==> src/rtl/twiddle9_seq.sv <==
// Twiddle-address sequencer for a 9-point DFT: walks k,n over 0..8 and emits (k*n) mod 9.
// Optional macro TWIDDLE9_SEQ_INV_EN adds port inv for conjugate (inverse) address order.
module twiddle9_seq #(
  parameter int BLOCKS = 1
) (
  input  logic       clk,
  input  logic       rst,
  input  logic       start,
  input  logic       ready,
`ifdef TWIDDLE9_SEQ_INV_EN
  input  logic       inv,
`endif
  output logic [3:0] tw_addr,
  output logic       tw_valid,
  output logic [3:0] tw_k,
  output logic [3:0] tw_n,
  output logic       sof,
  output logic       eof,
  output logic [7:0] blk_idx,
  output logic       busy,
  output logic       done
);

  // state | meaning
  // IDLE  | waiting for start, all sideband outputs 0
  // RUN   | presenting beats, advancing on ready
  // DONE  | single-cycle done pulse, then back to IDLE
  typedef enum logic [1:0] {IDLE, RUN, DONE} state_t;

  localparam logic [7:0] BLK_LAST = 8'(BLOCKS - 1);

  state_t     state_q, state_d;
  logic [3:0] k_q, k_d;
  logic [3:0] n_q, n_d;
  logic [3:0] acc_q, acc_d;
  logic [7:0] blk_q, blk_d;
`ifdef TWIDDLE9_SEQ_INV_EN
  logic       inv_q, inv_d;
`endif

  logic       run;
  logic       last_n, last_k, last_blk, final_xfer;
  logic [4:0] acc_sum;
  logic [4:0] acc_wrap;
  logic [3:0] addr_sel;

  assign run        = (state_q == RUN);
  assign last_n     = (n_q == 4'd8);
  assign last_k     = (k_q == 4'd8);
  assign last_blk   = (blk_q == BLK_LAST);
  assign final_xfer = run && ready && last_n && last_k && last_blk;

  // Running sum of k replaces the k*n multiply; one conditional subtract keeps it mod 9.
  assign acc_sum  = {1'b0, acc_q} + {1'b0, k_q};
  assign acc_wrap = acc_sum - 5'd9;

`ifdef TWIDDLE9_SEQ_INV_EN
  assign addr_sel = (inv_q && (acc_q != 4'd0)) ? (4'd9 - acc_q) : acc_q;
`else
  assign addr_sel = acc_q;
`endif

  always_comb begin
    state_d = state_q;
    k_d     = k_q;
    n_d     = n_q;
    acc_d   = acc_q;
    blk_d   = blk_q;
`ifdef TWIDDLE9_SEQ_INV_EN
    inv_d   = inv_q;
`endif
    case (state_q)
      IDLE: begin
        if (start) begin
          state_d = RUN;
          k_d     = 4'd0;
          n_d     = 4'd0;
          acc_d   = 4'd0;
          blk_d   = 8'd0;
`ifdef TWIDDLE9_SEQ_INV_EN
          inv_d   = inv;
`endif
        end
      end
      RUN: begin
        if (ready) begin
          if (last_n) begin
            n_d   = 4'd0;
            acc_d = 4'd0;
            if (last_k) begin
              k_d   = 4'd0;
              blk_d = blk_q + 8'd1;
            end else begin
              k_d = k_q + 4'd1;
            end
          end else begin
            n_d   = n_q + 4'd1;
            acc_d = (acc_sum >= 5'd9) ? acc_wrap[3:0] : acc_sum[3:0];
          end
          if (final_xfer) begin
            state_d = DONE;
            blk_d   = 8'd0;
          end
        end
      end
      DONE:    state_d = IDLE;
      default: state_d = IDLE;
    endcase
  end

  always_ff @(posedge clk or posedge rst) begin
    if (rst) begin
      state_q <= IDLE;
      k_q     <= 4'd0;
      n_q     <= 4'd0;
      acc_q   <= 4'd0;
      blk_q   <= 8'd0;
`ifdef TWIDDLE9_SEQ_INV_EN
      inv_q   <= 1'b0;
`endif
    end else begin
      state_q <= state_d;
      k_q     <= k_d;
      n_q     <= n_d;
      acc_q   <= acc_d;
      blk_q   <= blk_d;
`ifdef TWIDDLE9_SEQ_INV_EN
      inv_q   <= inv_d;
`endif
    end
  end

  // Outputs decode straight from flops; gating by run forces zeros outside RUN.
  assign tw_valid = run;
  assign busy     = run;
  assign done     = (state_q == DONE);
  assign tw_addr  = run ? addr_sel : 4'd0;
  assign tw_k     = run ? k_q : 4'd0;
  assign tw_n     = run ? n_q : 4'd0;
  assign blk_idx  = run ? blk_q : 8'd0;
  assign sof      = run && (k_q == 4'd0) && (n_q == 4'd0);
  assign eof      = run && last_k && last_n;

endmodule

==> config.mk <==
export PLATFORM = sky130hd
export DESIGN_NAME = twiddle9_seq
export DESIGN_NICKNAME = d
export VERILOG_FILES = /design/src/rtl/twiddle9_seq.sv
export SDC_FILE = /design/constraint.sdc
export NUM_CORES = 1
export LEC_CHECK = 0
export BUFFER_PORTS_ARGS = -buffer_cell sky130_fd_sc_hd__buf_2
export CORE_MARGIN = 5
export CORE_UTILIZATION = 34
export CTS_CLUSTER_DIAMETER = 50
export DETAILED_ROUTE_END_ITERATION = 10
export SYNTH_ARGS = -nofsm -noshare
export SYNTH_HDL_FRONTEND = slang
export SYNTH_SLANG_ARGS = --single-unit
export TNS_END_PERCENT = 1
==> constraint.sdc <==
create_clock -name clk -period 2.7 [get_ports clk]
set_clock_uncertainty 0.15 [all_clocks]
set_input_delay 0.135 -clock clk [delete_from_list [all_inputs] [get_ports clk]]
set_output_delay 0.135 -clock clk [all_outputs]
set_load 0.05 [all_outputs]
Word-level counts from Yosys, hierarchy flattened
Cells that the tools add are included.
{"block": "totals", "reg_bits": 22, "output_inout_bits": 25}
{"block": "classes", "add_sub_neg": 5, "order_cmp": 1, "eq_ne": 10, "muxes": 26, "reduce_logical": 17}
{"op": "two-way mux 4 bit", "count": 12}
{"op": "two-way mux 8 bit", "count": 6}
{"op": "case mux 4 bit (2 select lines)", "count": 3}
{"op": "case mux 8 bit (2 select lines)", "count": 1}
{"op": "adder 4 x 1 -> 4 bit, second input constant", "count": 2}
{"op": "adder 8 x 1 -> 8 bit, second input constant", "count": 1}
{"op": "equality test 4 bit, second input constant", "count": 2}
{"op": "logical AND 1 bit", "count": 8}
{"op": "logical NOT 4 bit", "count": 2}
{"op": "logical NOT 8 bit", "count": 1}
{"op": "two-way mux 2 bit", "count": 3}
{"op": "!= test 3 x 1 -> 1 bit, second input constant", "count": 2}
{"op": "AND reduction 3 bit", "count": 2}
{"op": "adder 4 x 4 -> 5 bit", "count": 1}
{"op": "greater-or-equal comparator 5 x 4 -> 1 bit, second input constant", "count": 1}
{"op": "AND reduction 5 bit", "count": 1}
{"op": "!= test 2 x 1 -> 1 bit, second input constant", "count": 2}
{"op": "!= test 2 bit, second input constant", "count": 2}
{"op": "case mux 2 bit (2 select lines)", "count": 1}
{"op": "AND reduction 4 bit", "count": 1}
{"op": "subtractor 4 bit, second input constant", "count": 1}
{"op": "equality test 2 x 1 -> 1 bit, second input constant", "count": 1}
{"op": "equality test 2 bit, second input constant", "count": 1}
{"op": "logical NOT 2 bit", "count": 1}
{"op": "nonzero test 2 bit", "count": 1}

Longest topological paths before layout
{"block": "depth", "depth_word": 8, "depth_mapped": 8, "depth_no_buf": 8}

Least setup slack after synthesis
Ideal clock, no wire load.
{"block": "synth_path", "kind": "register -> output", "from": "register k_q[1]", "to": "output sof", "arrival_time_ns": 2.601, "t_required_ns": 2.415, "setup_slack_ns": -0.186, "path_stages_with_launch": 5, "path_cell_list": "dfrtp_1 > inv_1 > ha_1 > nor4bb_1 > nor4b_1"}
{"block": "synth_between", "elab_chain_cells": 3}
{"item": "start: declaration", "line": "33", "rtl": "logic [3:0] k_q, k_d;"}
{"item": "start signal: assignment", "line": "123", "rtl": "k_q <= k_d;"}
{"item": "logical NOT 4 bit", "line": "141", "rtl": "assign sof = run && (k_q == 4'd0) && (n_q == 4'd0);"}
{"item": "logical AND 1 bit (2 in series)", "line": "141"}
{"item": "end: declaration", "line": "17", "rtl": "output logic sof,"}
Every way passes these cells.

Worst setup path in the final report
{"block": "layout_path", "from": "register k_q[0]", "to": "register acc_q[2]"}
{"block": "layout_between", "elab_chain_cells": 6, "word_cells_on_any_way": 7, "classes_between": "2 x add/sub; 1 x order compare; 4 x mux"}
{"item": "adder 4 x 4 -> 5 bit (*)", "line": "54", "rtl": "assign acc_sum = {1'b0, acc_q} + {1'b0, k_q};"}
{"item": "subtractor 4 bit or greater-or-equal comparator 5 x 4 -> 1 bit (tied branches)", "line": "55, 98"}
{"item": "two-way mux 4 bit (*)", "line": "98", "rtl": "acc_d = (acc_sum >= 5'd9) ? acc_wrap[3:0] : acc_sum[3:0];"}
{"item": "two-way mux 4 bit (*)", "line": "87", "rtl": "if (last_n) begin"}
{"item": "two-way mux 4 bit (*)", "line": "86", "rtl": "if (ready) begin"}
{"item": "case mux 4 bit (2 select lines) (*)", "line": "72", "rtl": "case (state_q)"}
{"item": "end signal: assignment", "line": "116", "rtl": "acc_q <= 4'd0;"}
{"item": "end signal: assignment", "line": "125", "rtl": "acc_q <= acc_d;"}
{"item": "end: declaration", "line": "35", "rtl": "logic [3:0] acc_q, acc_d;"}
Mark *: on every way between the ends. The rest lies on a longest branch, timed or not. The select of a mux whose other input is x is not followed.
A chain may end at the register's enable or synchronous reset.

==> impl_metrics.yaml <==
run_status:
  status: "finished clean"
synth:
  synth_cell_types: 48
  ys_seq_area_share_pct: 34.1
  synth_edf_count: 0
  synth_top_flop_cell: "dfrtp_1"
  syn_inst: 182
  synth.top_cell.area_share_pct: 34.1
  synth_area_per_cell_um2: 8.88
  yosysTopAreaCell: "dfrtp_1"
  async_flop_share_pct: 100
  synth-seq-cells: 22
  synth_warnings: 0
  syn_area_um2: 1620
  ys_top_cells_by_area: "dfrtp_1 (34%), ha_1 (9.3%), and2_1 (6.2%)"
  syn_nets: 199
power:
  p_int_w: 0.00103
  p_leak_nw: 0.959
  switching_share_pct: 49.6
  power_w: 0.00204
  clkPwrFrac_pct: 15.3
  power_switching_w: 0.00101
  power_frac_comb_pct: 58.6
  ir_drop_v: 0.000469
  powerDensity_nw_per_um2: 1080
  p_seq_share_pct: 26.1
worst_setup_path:
  worstReg2RegStart: "k_q[0]"
  worstSetupPathType: "reg2reg"
  worst_ep_required_time_ns: 2.71
  end_kind: "flip-flop"
  crit_arrival_ns: 2.54
  endpoint: "acc_q[2]"
  worstPathMaxFanout: 5
  r2r-end: "acc_q[2]"
  reg2reg_depth: 8
  startpoint: "k_q[0]"
  reg2reg_slack_ns: 0.17
  startpoint_type: "flip-flop"
final_layout:
  multiInputGateArea_um2: 992
  fill_cells: 482
  final_cell_mix: "buf_2 (28), dfrtp_1 (22), nand2_1 (17), nor2_1 (17), and2_1 (16)"
  seqCellArea_um2: 551
  fin_nets: 229
  syn2layout_area_growth_pct: 17.1
  diodes: 0
  fin_util_pct: 40.6
  drive_gt1_share_pct: 21.8
  layout_commonest_cell: "buf_2"
  stdcell_count: 265
global_routing:
  grt_pass1_wl_um: 6530
  grt_usage_pct: 12.9
  antenna_found_initial: 0
  grt_start_max_net_pins: 23
  grt_pass1_vias: 1334
  overflow: 0
clock_network:
  clkSinkCount: 22
  h-tree-depth: 1
  post_cts_buffers: 0
  cts_root_buf: "clkbuf_8"
  clkLatencyLatePin_ns: 0.26
  clockBufferDepth: 2
  cts.clk_slew.worst_paths_ns: 0.09
  tritoncts: "yes"
  ctsResizeCount: 0
  cts_buffers: 3
min_path:
  worstHoldPathType: "in2reg"
  hp-start: "ready"
job:
  drv_cap: 0
die:
  rows: 25
  pin_count: 29
  initial_utilization_pct: 34.7
  fp.dieH_um: 78.9
  fp.dieW_um: 78.9
  core_um2: 4660
  die_area_um2: 6230
timing:
  max_freq_ghz: 0.395
  relSlewSlack_pct: 41.6
  finalHoldViolCount: 0
  period_needed_ns: 2.53
  slew_viol_final: 0
  worstMarginPinSlew_ns: 0.876
  period_share_pct: 93.9
  setup_viol: 0
  tns_ns: 0
  rsz0062_at_grt: "no"
detailed_routing:
  viasPerCell: 5.20
  wl_per_cell_um: 14.3
  drc_errors: 0
  wirelength_um: 3790
  vias: 1378
  first_iter_violations: 94
  ant_nets: 0
  firstDrtPassIters: 5
placement:
  port-buffer-count: 28
  dp_hpwl_um: 2880
  place_inst: 260
  place_congestion: 0.806
==> power by group through the flow <==
stage | combinational, W | clock (W) | sequential [W]
finish | 0.00120 | 0.000313 | 0.000534
global route | 0.00133 | 0.000334 | 0.000550
CTS | 0.00121 | 0.000319 | 0.000533
detailed placement | 0.00120 | 0 | 0.000539
global placement | 0.00119 | 0 | 0.000538
floorplan | 0.000970 | 0 | 0.000501
==> registers in the layout (all words and copies together) (netlist names) <==
name and flops:
acc_q 4, n_q 4, blk_q 8, k_q 4, state_q 2
==> cell families (layout without fill, tap and decap cells) <==
group,Yosys count,count (layout),synth area share [%]
simple gates,83,83,27.9
xor+xnor,4,4,2.17
compound gates,41,41,19.8
fa+ha+maj,13,13,10.5
buf+inv,18,47,4.88
mux,1,1,0.620
flops,22,22,34.1
==> metal layers <==
metal / GRT usage (%) / vias to the layer above / part of all wire [%]
met4: 3.09 / 0 / 0.82
met2: 22.1 / 25 / 46
met5: 0 / - / 0
met1: 17.1 / 650 / 49
met3: 2.04 / 2 / 4.2
li1: - / 701 / -
==> worst max-delay path, stage by stage (launching register included) <==
cell,delay [ns]
dfrtp_1,0.42
ha_1,0.24
inv_1,0.07
fa_1,0.47
ha_1,0.23
nand4b_1,0.17
a31oi_1,0.35
nor3_1,0.09
a211o_1,0.23
==> final cells by class <==
type / count / area share (%)
clock buffer: 3 / 2.18
clock inverter: 1 / 1.59
inverter: 12 / 2.38
sequential: 22 / 29.1
multi-input combinational: 142 / 52.4
tap: 54 / 3.57
timing repair buffer: 31 / 8.73
==> worst min-delay path by stage <==
stage	to	slack [ns]	depth (start not counted)
finish	n_q[3]	0.006	3
global route	n_q[3]	0.01	3
CTS	n_q[3]	0.007	3
detailed placement	k_q[1]	0.22	2
global placement	k_q[1]	0.23	2
floorplan	acc_q[0]	-0.03	1
==> Yosys cell counts, types with 3 or more instances <==
| cell | instances |
|---|---|
| dfrtp_1 | 22 |
| nand2_1 | 17 |
| nor2_1 | 17 |
| and2_1 | 16 |
| ha_1 | 12 |
| inv_1 | 12 |
| o21ai_0 | 11 |
| nand3_1 | 8 |
| a21o_1 | 5 |
| a22o_1 | 4 |
| and3_1 | 4 |
| clkbuf_1 | 4 |
| a211o_1 | 3 |
| or2_2 | 3 |
| xor2_1 | 3 |
==> timing repair <==
item / in CTS / in global routing
endpoints found under the setup margin: 0 / 0
endpoints found under the hold margin: 22 / 0
hold buffers: 1 / 0
==> per-stage QoR <==
| step | area [um^2] | hold slack [ns] | setup slack, ns |
|---|---|---|---|
| 6_report | 1890 | 0.00590 | 0.166 |
| 5_1_grt | 1890 | 0.0116 | 0.0346 |
| 4_1_cts | 1890 | 0.00711 | 0.179 |
| 3_5_place_dp | 1810 | 0.218 | 0.200 |
| 3_3_place_gp | 1810 | 0.229 | 0.282 |
| 2_1_floorplan | 1620 | -0.0258 | 0.353 |
Note: power is estimated with default switching activity, not from simulation.
